--- src/rtl/uart_rx_with_fifo.sv ---
// 8N1 UART receiver feeding a synchronous byte FIFO with a registered read port.
// Define UART_RX_PARITY_EN to build an 8E1 receiver with a parity check.
module uart_rx_with_fifo #(
  parameter int CLKS_PER_BIT = 868,
  parameter int FIFO_AW      = 9
) (
  input  logic               clk_in,
  input  logic               rst,
  input  logic               rx_en,
  input  logic               rx_serial_data,
  input  logic               rd_en,
  output logic [7:0]         dout,
  output logic               empty,
  output logic               almost_empty,
  output logic               full,
  output logic [FIFO_AW:0]   data_count,
  output logic               frame_err,
  output logic               overflow,
  output logic               parity_err
);

  localparam int BW = $clog2(CLKS_PER_BIT);
  localparam logic [BW-1:0]      BAUD_HALF = BW'(CLKS_PER_BIT / 2 - 1);
  localparam logic [BW-1:0]      BAUD_LAST = BW'(CLKS_PER_BIT - 1);
  localparam logic [BW-1:0]      BAUD_ONE  = BW'(1);
  localparam logic [FIFO_AW-1:0] PTR_ONE   = FIFO_AW'(1);
  localparam logic [FIFO_AW:0]   CNT_ONE   = (FIFO_AW + 1)'(1);
  localparam logic [FIFO_AW:0]   CNT_FULL  = {1'b1, {FIFO_AW{1'b0}}};

  typedef enum logic [2:0] {
    IDLE      = 3'd0,
    START     = 3'd1,
    DATA      = 3'd2,
`ifdef UART_RX_PARITY_EN
    PARITY    = 3'd3,
`endif
    STOP      = 3'd4,
    WAIT_IDLE = 3'd5
  } state_t;

  // ---- stage p0: line synchroniser
  logic rx_meta, rxs;

  always_ff @(posedge clk_in) begin
    if (rst) begin
      rx_meta <= 1'b1;
      rxs     <= 1'b1;
    end else begin
      rx_meta <= rx_serial_data;
      rxs     <= rx_meta;
    end
  end

  // ---- stage p0 -> p1: frame decoder
  state_t        state, state_nxt;
  logic [BW-1:0] baud_cnt, baud_nxt;
  logic [2:0]    bit_idx, bit_nxt;
  logic [7:0]    shreg;
  logic          shift_en, par_en, par_bad;
  logic          push_nxt, ferr_nxt, perr_nxt;
  logic          push_vld_p1;
  logic [7:0]    push_data_p1;

`ifdef UART_RX_PARITY_EN
  logic par_bit;
  assign par_bad = ^{shreg, par_bit};
`else
  assign par_bad = 1'b0;
`endif

  always_comb begin
    state_nxt = state;
    baud_nxt  = baud_cnt;
    bit_nxt   = bit_idx;
    shift_en  = 1'b0;
    par_en    = 1'b0;
    push_nxt  = 1'b0;
    ferr_nxt  = 1'b0;
    perr_nxt  = 1'b0;
    case (state)
      IDLE: begin
        if (rx_en && !rxs) begin
          state_nxt = START;
          baud_nxt  = '0;
        end
      end
      START: begin
        if (baud_cnt == BAUD_HALF) begin
          baud_nxt  = '0;
          bit_nxt   = '0;
          state_nxt = rxs ? IDLE : DATA;
        end else begin
          baud_nxt = baud_cnt + BAUD_ONE;
        end
      end
      DATA: begin
        if (baud_cnt == BAUD_LAST) begin
          baud_nxt = '0;
          shift_en = 1'b1;
          bit_nxt  = bit_idx + 3'd1;
          if (bit_idx == 3'd7) begin
`ifdef UART_RX_PARITY_EN
            state_nxt = PARITY;
`else
            state_nxt = STOP;
`endif
          end
        end else begin
          baud_nxt = baud_cnt + BAUD_ONE;
        end
      end
`ifdef UART_RX_PARITY_EN
      PARITY: begin
        if (baud_cnt == BAUD_LAST) begin
          baud_nxt  = '0;
          par_en    = 1'b1;
          state_nxt = STOP;
        end else begin
          baud_nxt = baud_cnt + BAUD_ONE;
        end
      end
`endif
      STOP: begin
        if (baud_cnt == BAUD_LAST) begin
          baud_nxt  = '0;
          push_nxt  = rxs && !par_bad;
          ferr_nxt  = !rxs;
          perr_nxt  = par_bad;
          state_nxt = rxs ? IDLE : WAIT_IDLE;
        end else begin
          baud_nxt = baud_cnt + BAUD_ONE;
        end
      end
      WAIT_IDLE: begin
        // A held-low line (break) must go high before another start is accepted.
        if (rxs) state_nxt = IDLE;
      end
      default: state_nxt = IDLE;
    endcase
  end

  always_ff @(posedge clk_in) begin
    if (rst) begin
      state       <= IDLE;
      baud_cnt    <= '0;
      bit_idx     <= '0;
      push_vld_p1 <= 1'b0;
      frame_err   <= 1'b0;
      parity_err  <= 1'b0;
    end else begin
      state       <= state_nxt;
      baud_cnt    <= baud_nxt;
      bit_idx     <= bit_nxt;
      push_vld_p1 <= push_nxt;
      frame_err   <= ferr_nxt;
      parity_err  <= perr_nxt;
    end
  end

  always_ff @(posedge clk_in) begin
    if (shift_en) shreg <= {rxs, shreg[7:1]};
    if (push_nxt) push_data_p1 <= shreg;
`ifdef UART_RX_PARITY_EN
    if (par_en) par_bit <= rxs;
`endif
  end

  // ---- stage p1 -> p2: FIFO write, read and status
  logic [7:0]         mem [2**FIFO_AW];
  logic [FIFO_AW-1:0] wr_ptr, rd_ptr;
  logic [FIFO_AW:0]   cnt_nxt;
  logic               do_wr, do_rd;

  assign do_rd = rd_en && !empty;
  assign do_wr = push_vld_p1 && !full;

  always_comb begin
    cnt_nxt = data_count;
    if (do_wr && !do_rd)      cnt_nxt = data_count + CNT_ONE;
    else if (!do_wr && do_rd) cnt_nxt = data_count - CNT_ONE;
  end

  always_ff @(posedge clk_in) begin
    if (do_wr) mem[wr_ptr] <= push_data_p1;
  end

  always_ff @(posedge clk_in) begin
    if (rst) begin
      wr_ptr       <= '0;
      rd_ptr       <= '0;
      data_count   <= '0;
      empty        <= 1'b1;
      almost_empty <= 1'b1;
      full         <= 1'b0;
      overflow     <= 1'b0;
      dout         <= '0;
    end else begin
      if (do_wr) wr_ptr <= wr_ptr + PTR_ONE;
      if (do_rd) begin
        rd_ptr <= rd_ptr + PTR_ONE;
        dout   <= mem[rd_ptr];
      end
      data_count   <= cnt_nxt;
      empty        <= (cnt_nxt == '0);
      almost_empty <= (cnt_nxt <= CNT_ONE);
      full         <= (cnt_nxt == CNT_FULL);
      overflow     <= push_vld_p1 && full;
    end
  end

endmodule

--- config.mk ---
export PLATFORM = sky130hd
export DESIGN_NAME = uart_rx_with_fifo
export DESIGN_NICKNAME = d
export VERILOG_FILES = /design/src/rtl/uart_rx_with_fifo.sv
export SDC_FILE = /design/constraint.sdc
export NUM_CORES = 2
export LEC_CHECK = 0
export BUFFER_PORTS_ARGS = -buffer_cell sky130_fd_sc_hd__buf_2
export CORE_MARGIN = 10
export CORE_UTILIZATION = 57
export CTS_CLUSTER_DIAMETER = 150
export DETAILED_ROUTE_END_ITERATION = 8
export GPL_ROUTABILITY_DRIVEN = 0
export PLACE_DENSITY = 0.74
export SETUP_SLACK_MARGIN = 0.5
export SLEW_MARGIN = 20
export SYNTH_ARGS = -nofsm -noshare
export SYNTH_HDL_FRONTEND = slang
export SYNTH_SLANG_ARGS = --single-unit
--- constraint.sdc ---
create_clock -name clk_in -period 7.85 [get_ports clk_in]
set_input_delay 0.785 -clock clk_in [delete_from_list [all_inputs] [get_ports clk_in]]
set_output_delay 0.785 -clock clk_in [all_outputs]
set_load 0.05 [all_outputs]
==> impl_metrics.csv <==
group,metric,value,unit
floorplanning,dieArea,0.307,mm2
floorplanning,core,0.283,mm2
setup_path,r2r_start,"rd_ptr[0]$_SDFFE_PP0P_",
yosys,synth.net_count,7703,
yosys,synth_cell_types,82,
pwr,p_clk_share,40.5,%
setup_path,endpoint_kind,"flop",
global_route,grt_pass1_wl,618,mm
yosys,synth-edff-count,4112,
clock_network,cts_tree,"done",
detailed_routing,dr.first_iter.drc_count,13400,
cells_and_area,final_util,63.5,%
cells_and_area,drive_gt1_share,22.8,%
yosys,ys_seq_elements,4172,
clock_network,hold_buffers,1,
placement,io_buffer_count,27,
pwr,p_comb_share,9.2,%
setup_path,max_stage_delay,900,ps
sta,fin_worst_skew,73.9,ps
global_route,grt_pass1_vias,82000,
setup_path,critPathKind,"reg -> reg",
pwr,pwr_density_cell,268,mW/mm2
clock_network,htreeDepth,5,
yosys,yosysTopAreaCell,"edfxtp_1",
floorplanning,die_x,554,um
global_route,grt_start_max_net_pins,234,
yosys,synth_area_leaders,"edfxtp_1 (76%), mux4_2 (14%), mux2i_1 (1.9%), nor2_1 (1.5%), dfxtp_1 (0.74%)",
min_path,hold_end,"rd_ptr[0]$_SDFFE_PP0P_",
setup_path,cpMaxStageDelayCell,"dfxtp_4",
pwr,p_seq_share,50.3,%
setup_path,cp-start-kind,"flop",
pwr,p_sw,10.9,mW
detailed_routing,post-route-drc-count,0,
yosys,synth_top_area_share,76.0,%
sta,timing.final.crit_share,62.7,%
run_status,outcome,"completed",
floorplanning,num_rows,195,
global_route,grt_overflow,0,
clock_network,cts_setup_buffers,0,
setup_path,r2r_slack,2930,ps
sta,worst_pin_slew,1280,ps
job,cap_violations,0,
placement,hpwl,252,mm
detailed_routing,drtAntennaViolNets,0,
setup_path,reg2reg_depth,8,
clock_network,clkLatencyLatePin,950,ps
clock_network,clk_pin_slew,70,ps
global_route,antenna_found_initial,20,
detailed_routing,drt-pass1-iter-count,9,
cells_and_area,nNetsFinal,7831,
sta,setup_violations,0,
clock_network,numCtsBuffers,403,
yosys,syn_inst,7687,
min_path,hold_path_class,"in -> reg",
sta,slew_headroom,14.6,%
clock_network,clockRootBuffer,"clkbuf_16",
setup_path,required,8650,ps
sta,slew_violations,0,
setup_path,rr_endpoint,"dout[3]$_SDFFE_PP0P_",
setup_path,critPathMaxFanout,31,
floorplanning,initial_utilization,57.4,%
floorplanning,ios,29,
yosys,synth_area,0.162,mm2
sta,tns,0,ps
min_path,min_from,"rd_en",
setup_path,critPathArrivalTime,5720,ps
global_route,grt_usage,27.8,%
cells_and_area,syn_to_final_growth,10.6,%
sta,hold_violations,0,
clock_network,cts_sinks,4172,
detailed_routing,wl,434,mm
detailed_routing,wire_per_inst,36.5,um
yosys,synthArstFlopShare,0,%
floorplanning,die_y,554,um
clock_network,post_cts_resized,0,
setup_path,cp_cell_sequence,"buf_4 > buf_4 > mux4_2 > mux4_2 > o211ai_1 > o2111ai_1 > nor3_1 > nor4_1",
sta,fin_crit,4920,ps
min_path,worstHoldPathCells,5,
pwr,power.share.switching,22.6,%
pwr,ir_worst_vdd,0.229,mV
clock_network,cts_buffer_depth,4,
sta,rsz0062_at_grt,"false",
sta,clock.fmax,203,MHz
yosys,yosys_most_used_dff,"edfxtp_1",
yosys,syn_avg_cell_area,21.1,um2
yosys,synth_warnings,0,
pwr,intPower,37.3,mW
detailed_routing,via_per_inst,6.98,
detailed_routing,vias,83100,
yosys,yosysSeqAreaShare,76.8,%
pwr,leakagePower,54.3,nW
## sequential cells by signal (all words and copies together) (netlist names)
name / cells
mem: 4096
baud_cnt: 10
data_count: 10
rd_ptr: 9
wr_ptr: 9
dout: 8
push_data_p1: 8
shreg: 8
bit_idx: 3
state: 3
almost_empty: 1
empty: 1
frame_err: 1
full: 1
overflow: 1
push_vld_p1: 1
rx_meta: 1
rxs: 1
## how the worst max path moves through the flow
stage	startpoint	cells past startpoint	slack, ps	endpoint
floorplan	push_data_p1[0]$_DFFE_PP_	0	260	mem[0][0]$_DFFE_PP_
global placement	rd_ptr[1]$_SDFFE_PP0P_	8	2850	dout[1]$_SDFFE_PP0P_
detailed placement	rd_ptr[0]$_SDFFE_PP0P_	8	2890	dout[3]$_SDFFE_PP0P_
CTS	rd_ptr[0]$_SDFFE_PP0P_	8	2840	dout[3]$_SDFFE_PP0P_
global route	rd_ptr[0]$_SDFFE_PP0P_	8	2740	dout[3]$_SDFFE_PP0P_
finish	rd_ptr[0]$_SDFFE_PP0P_	8	2930	dout[3]$_SDFFE_PP0P_
## area by class of cell
class                           count  area (um2)
Clock buffer                      493       10600
Timing Repair Buffer              197        1870
Antenna cell                       20        50.0
Tap cell                         3743        4680
Inverter                           18        88.8
Sequential cell                  4172      125000
Clock inverter                    243        2610
Multi-Input combinational cell   3023       35100
Fill cell                       18100      103000
## stage by stage
| stage | instance area, um2 | cells | hold WS (ps) | setup WS, ps | power [mW] |
|---|---|---|---|---|---|
| after floorplan | 162000 | 7687 | 389 | 257 | 28.1 |
| after global placement | 166000 | 11100 | 405 | 2850 | 29.1 |
| after detailed placement | 166000 | 11100 | 406 | 2890 | 29.1 |
| after CTS | 180000 | 11900 | 340 | 2840 | 48.3 |
| after global routing | 180000 | 11900 | 416 | 2740 | 49.3 |
| final | 180000 | 11900 | 397 | 2930 | 48.2 |
## cell usage after synthesis, drive strengths merged, types with 19 or more instances
library cell and n:
a22oi 74, o22ai 55, a21oi 125, nand3 49, mux2i 307, a221oi 45
o21ai 75, nor2 643, mux4 1009, nand2 214, nor2b 21, a211oi 28
dfxtp 60, and3 22, o221ai 44, nor3 31, buf 281, clkbuf 193
edfxtp 4112, a31oi 32, nand4 19
## cells in the final DEF, fill, tap and decap left out, types with 44 or more instances in the layout
cell type | Yosys | final
dfxtp_1 | 60 | 53
mux2i_1 | 307 | 307
a21oi_1 | 125 | 125
clkinv_1 | 3 | 79
nor2_1 | 643 | 636
o221ai_1 | 44 | 44
a22oi_1 | 74 | 74
nand2_1 | 214 | 211
mux4_2 | 1009 | 1009
o22ai_1 | 55 | 55
edfxtp_1 | 4112 | 4112
clkbuf_16 | 0 | 408
clkbuf_1 | 193 | 78
clkinv_2 | 1 | 77
o21ai_0 | 68 | 68
a221oi_1 | 44 | 44
buf_4 | 55 | 130
bufinv_16 | 0 | 47
## cell families (layout without fill, tap and decap cells)
| kind of cell | count (synthesis) | count (layout) | share of synthesized area (%) |
|---|---|---|---|
| DFF | 4172 | 4172 | 76.8 |
| muxes | 1330 | 1330 | 16.0 |
| and+or+nand+nor | 1066 | 1066 | 2.75 |
| AOI/OAI and AO/OA | 584 | 584 | 2.48 |
| buffers and inverters | 492 | 951 | 1.78 |
| xor gates and xnor gates | 29 | 29 | 0.156 |
| adders and majority gates | 13 | 13 | 0.0971 |
| other | 1 | 21 | 0.00231 |
## metal layers
metal / wire length, um / global-route usage, %
met1: 151000 / 38.0
met2: 199000 / 41.3
met3: 61500 / 9.19
met4: 23100 / 12.4
met5: 126 / 0
## worst max-delay path, delay by kind of cell (launching register included)
kind	cells	cell delay, ps
buf+inv	2	1260
compound gates	2	980
mux	2	1080
simple gates	2	410
flops	1	900
## power by group through the flow
stage	Combinational, mW	Sequential, mW	Clock, mW
floorplan	3.32	24.7	0
global placement	4.39	24.7	0
detailed placement	4.40	24.7	0
CTS	4.44	24.2	19.6
global route	4.63	24.2	20.5
finish	4.44	24.2	19.5
(Power assumes the default switching activity.)
